### src/rtl/qam64_symbol_mapper.sv
// 64-QAM symbol mapper: regroups a byte stream MSB-first into 6-bit symbols,
// Gray-maps each to signed 4-bit I/Q levels and emits one per pacing tick.
module qam64_symbol_mapper #(
  parameter int unsigned SYM_DIV = 1
) (
  input  logic       sym_clk,
  input  logic       rst_sym,
  input  logic [7:0] byte_in,
  input  logic       byte_valid,
  output logic       byte_ready,
  input  logic       flush,
  output logic [3:0] I_data,
  output logic [3:0] Q_data,
  output logic       IQ_empty,
  output logic       underrun
);

  // Handshake: a byte transfers on a rising edge where byte_valid && byte_ready;
  // byte_ready depends only on registered state and rst_sym, never on byte_valid.

  localparam logic [7:0] DIV_LAST = 8'(SYM_DIV - 1);

  logic [15:0] bit_buf_q, bit_buf_d;
  logic [4:0]  bit_cnt_q, bit_cnt_d;
  logic [7:0]  div_cnt_q, div_cnt_d;
  logic        flush_pend_q, flush_pend_d;
  logic        active_q, active_d;
  logic [3:0]  i_data_q, i_data_d;
  logic [3:0]  q_data_q, q_data_d;
  logic        iq_empty_q, iq_empty_d;
  logic        underrun_q, underrun_d;

  logic        tick;
  logic        accept;
  logic        emit_full;
  logic        emit_pad;
  logic        emit;
  logic [15:0] shifted;
  logic [4:0]  cnt_after;

  // Gray -> binary index, then level 2*idx-7 == {idx,1} - 8 (flip the MSB).
  function automatic logic [3:0] gray_level(input logic [2:0] g);
    logic [2:0] idx;
    idx[2] = g[2];
    idx[1] = g[2] ^ g[1];
    idx[0] = idx[1] ^ g[0];
    return {idx, 1'b1} ^ 4'b1000;
  endfunction

  always_comb begin
    tick       = (div_cnt_q == 8'd0);
    byte_ready = !rst_sym && !flush_pend_q && (bit_cnt_q <= 5'd8);
    accept     = byte_valid && byte_ready;
    emit_full  = tick && (bit_cnt_q >= 5'd6);
    emit_pad   = tick && flush_pend_q && (bit_cnt_q != 5'd0) && (bit_cnt_q < 5'd6);
    emit       = emit_full || emit_pad;

    // Bits below bit_cnt are always zero, so a padded symbol needs no masking.
    shifted   = emit ? (bit_buf_q << 6) : bit_buf_q;
    cnt_after = emit_pad ? 5'd0 : (emit_full ? (bit_cnt_q - 5'd6) : bit_cnt_q);

    bit_buf_d = shifted | (accept ? ({byte_in, 8'h00} >> cnt_after) : 16'h0000);
    bit_cnt_d = cnt_after + (accept ? 5'd8 : 5'd0);

    if (flush_pend_q) begin
      flush_pend_d = !((bit_cnt_q == 5'd0) || emit_pad);
    end else begin
      flush_pend_d = flush;
    end

    active_d   = (flush_pend_q && !flush_pend_d) ? 1'b0 : (active_q || accept);
    underrun_d = tick && active_q && (bit_cnt_q < 5'd6) && !flush_pend_q;

    iq_empty_d = !emit;
    i_data_d   = emit ? gray_level(bit_buf_q[15:13]) : i_data_q;
    q_data_d   = emit ? gray_level(bit_buf_q[12:10]) : q_data_q;

    div_cnt_d  = (div_cnt_q == DIV_LAST) ? 8'd0 : (div_cnt_q + 8'd1);
  end

  always_ff @(posedge sym_clk) begin
    if (rst_sym) begin
      bit_buf_q    <= 16'h0000;
      bit_cnt_q    <= 5'd0;
      div_cnt_q    <= 8'd0;
      flush_pend_q <= 1'b0;
      active_q     <= 1'b0;
      i_data_q     <= 4'd0;
      q_data_q     <= 4'd0;
      iq_empty_q   <= 1'b1;
      underrun_q   <= 1'b0;
    end else begin
      bit_buf_q    <= bit_buf_d;
      bit_cnt_q    <= bit_cnt_d;
      div_cnt_q    <= div_cnt_d;
      flush_pend_q <= flush_pend_d;
      active_q     <= active_d;
      i_data_q     <= i_data_d;
      q_data_q     <= q_data_d;
      iq_empty_q   <= iq_empty_d;
      underrun_q   <= underrun_d;
    end
  end

  assign I_data   = i_data_q;
  assign Q_data   = q_data_q;
  assign IQ_empty = iq_empty_q;
  assign underrun = underrun_q;

endmodule

### config.mk
export PLATFORM = sky130hd
export DESIGN_NAME = qam64_symbol_mapper
export DESIGN_NICKNAME = d
export VERILOG_FILES = /design/src/rtl/qam64_symbol_mapper.sv
export SDC_FILE = /design/constraint.sdc
export NUM_CORES = 1
export LEC_CHECK = 0
export CAP_MARGIN = 15
export CORE_MARGIN = 8
export CORE_UTILIZATION = 40
export DETAILED_ROUTE_END_ITERATION = 12
export SLEW_MARGIN = 20
export SYNTH_ARGS = -nofsm -noshare
export SYNTH_HDL_FRONTEND = slang
export SYNTH_SLANG_ARGS = --single-unit
### constraint.sdc
create_clock -name sym_clk -period 2.4 [get_ports sym_clk]
set_input_delay 0.48 -clock sym_clk [delete_from_list [all_inputs] [get_ports sym_clk]]
set_output_delay 0.48 -clock sym_clk [all_outputs]
set_load 0.005 [all_outputs]
==> flow_metrics.env <==
export IMPL_clk_pin_slew_ns=0.08
export IMPL_fillCellCount=528
export IMPL_worstRegToRegCells=8
export IMPL_synth_top_area_frac=0.367
export IMPL_antenna_found_initial=0
export IMPL_grt_overflow_total=0
export IMPL_whs_ns=0.452
export IMPL_nets=295
export IMPL_drv_cap=0
export IMPL_drt_iter0_markers=149
export IMPL_worst_ep_required_time_ns=2.62
export IMPL_cts_tree="done"
export IMPL_regToRegStartpoint="bit_cnt_q[1]"
export IMPL_dp_hpwl_microns=3700
export IMPL_p_leak_nw=1.03
export IMPL_dieArea_sq_um=8070
export IMPL_worst_slew_pin_slew_ns=0.490
export IMPL_crit_start="bit_cnt_q[1]"
export IMPL_dieHeight_microns=89.8
export IMPL_crit_path_start_kind="flop"
export IMPL_coreArea_sq_um=5370
export IMPL_hold_end="bit_buf_q[0]"
export IMPL_clockBufferDepth=2
export IMPL_hp_class="flop to flop"
export IMPL_power_density_nw_per_um2=538
export IMPL_fin_cells=352
export IMPL_io_pins=23
export IMPL_total_power_mw=1.49
export IMPL_dp_slack_ns=0.0638
export IMPL_dieWidth_microns=89.8
export IMPL_rows=27
export IMPL_area_delta_synth_final_pct=27.1
export IMPL_max_vdd_ir_drop_uv=251
export IMPL_synthAdderAreaFrac=0.0229
export IMPL_yosys_warnings=0
export IMPL_cts_made_buffers=5
export IMPL_setup_ws_ns=0.0661
export IMPL_grt_use_met3=0.0333
export IMPL_synth_cell_types=55
export IMPL_r2r_end="bit_buf_q[5]"
export IMPL_slew_viol_final=0
export IMPL_avgSynthCellArea_sq_um=8.90
export IMPL_wl_per_cell_microns=14.4
export IMPL_ys_ff_latch=40
export IMPL_synth_fp_nets=261
export IMPL_grt_util_met2=0.173
export IMPL_skew_ns=0.00864
export IMPL_start_util=0.406
export IMPL_postSynthCellCount=245
export IMPL_final_setup_tns_ns=0
export IMPL_hold_path_depth=2
export IMPL_slew_headroom=0.673
export IMPL_min_period_ns=2.33
export IMPL_async_flop_share=0
export IMPL_gp_congestion=0.841
export IMPL_antenna_left=0
export IMPL_root_buffer="clkbuf_8"
export IMPL_setup_violations=0
export IMPL_run_status="complete, no violations"
export IMPL_crit_type="flop to flop"
export IMPL_num_vias=1894
export IMPL_synth_area_top_cells="dfxtp_1 (37%), mux2i_1 (6.4%), nand2_1 (5.3%), nor2_1 (5.3%), xor2_1 (2.4%)"
export IMPL_cp_max_fo=5
export IMPL_synth_simple_gate_area_share=0.248
export IMPL_synthXorXnorAreaFrac=0.0442
export IMPL_ff2ff_setup_slack_ns=0.07
export IMPL_synthFlopType="dfxtp_1"
export IMPL_insertion_delay_ns=0.30
export IMPL_met1_usage=0.171
export IMPL_end_kind="flop"
export IMPL_timing_fmax_mhz=428
export IMPL_period_share=0.972
export IMPL_drt_wl_total_microns=5080
export IMPL_hp_start="bit_buf_q[0]"
export IMPL_synthMuxAreaShare=0.0757
export IMPL_drc=0
export IMPL_vias_per_cell=5.38
export IMPL_cp_arrival_ns=2.55
export IMPL_dr_pass1_iters=4
export IMPL_grt_max_degree=37
export IMPL_synth_commonest_cells="dfxtp_1 (40), nand2_1 (31), nor2_1 (31)"
export IMPL_yosysTopAreaCell="dfxtp_1"
export IMPL_synth_top_family_by_area="simple AND/OR/NAND/NOR gates"
export IMPL_track_usage=0.126
export IMPL_finalHoldViolCount=0
export IMPL_cts_hold_fix_buffers=0
export IMPL_grt_pass1_vias=1747
export IMPL_clkSinkCount=40
export IMPL_grt_pass1_wl_microns=8460
export IMPL_cts_max_level=2
export IMPL_synth_cell_area_sq_um=2180
export IMPL_synth_most_common_cell="dfxtp_1"
export IMPL_antennaDiodeCount=0
export IMPL_ys_seq_area_frac=0.367
export IMPL_synth_edf_count=0
export IMPL_grt_busiest_layer="met2"
export IMPL_drive_above_1_share=0.207
export IMPL_place_inst=343
export IMPL_synth_compound_area_frac=0.204
export IMPL_io_buffer_count=22
repair_timing:
action,4_1_cts,5_1_grt
resized for setup,1,18
setup endpoints to repair,1,17
pin swaps,0,5
setup buffers,0,1
cells in the final DEF, fill, tap and decap left out, drive strengths merged, types with 2 or more instances in the layout:
cell type / n
dfxtp: 40
nor2: 32
nand2: 31
clkdlybuf4s50: 21
buf: 18
mux2i: 15
a21oi: 10
nor3: 8
a31oi: 8
nor4: 8
inv: 7
nand3: 6
xor2: 6
a211oi: 6
xnor2: 5
clkbuf: 5
o32ai: 4
ha: 4
o21a: 3
o21ai: 3
and3: 3
nand2b: 3
o31a: 2
or3: 2
a221oi: 2
o221ai: 2
nor2b: 2
nor3b: 2
o211ai: 2
a32o: 2
a32oi: 2
layout make-up:
type	instances	area (sq um)	share of cell area
Sequential cell	40	802	0.289
Clock buffer	5	68.8	0.0248
Inverter	6	22.5	0.00812
Multi-Input combinational cell	186	1370	0.495
Clock inverter	3	46.3	0.0167
Timing Repair Buffer	40	370	0.134
Tap cell	72	90.1	0.0325
sequential cells by signal, summed over array words and instances, names as in the netlist:
name and count:
Q_data 3, underrun 1, IQ_empty 1, div_cnt_q 8, bit_cnt_q 5, flush_pend_q 1
bit_buf_q 16, I_data 4, active_q 1
per-stage QoR:
stage	utilization	cell area (sq um)
after floorplan	-	2180
after CTS	0.501	2690
final	0.516	2770
after detailed placement	0.479	2570
after global placement	0.479	2570
after global routing	0.516	2770
logic make-up (layout without fill, tap and decap cells):
kind of cell,Yosys count,in the layout
simple gates,104,104
buf+inv,19,54
flops,40,40
fa+ha+maj,4,4
xor+xnor,11,11
mux,16,16
compound gates,51,51
where the power goes:
group | total (mW) | switching [mW] | internal [mW]
clock network | 0.565 | 0.252 | 0.313
registers | 0.710 | 0.0192 | 0.691
logic | 0.218 | 0.111 | 0.106
worst max-delay path by stage:
stage | to | slack (ns) | depth (start not counted)
finish | bit_buf_q[5] | 0.07 | 8
global route | bit_buf_q[6] | -0.03 | 7
CTS | byte_ready | 0.04 | 4
detailed placement | bit_buf_q[7] | 0.06 | 8
global placement | bit_buf_q[5] | 0.05 | 8
floorplan | bit_buf_q[7] | 0.21 | 8
per-layer routing:
layer,part of all wire,up-vias
li1,-,967
met1,0.51,864
met2,0.41,55
met3,0.062,8
met4,0.020,0
met5,0,-
critical path, stage by stage (launching register included):
cell,delay (ns)
dfxtp_1,0.32
ha_1,0.27
or4b_1,0.53
o21a_1,0.22
nor2_2,0.20
inv_2,0.10
nor4_1,0.30
a31oi_1,0.10
a221oi_2,0.22
Power figures use the tool's default switching activity.
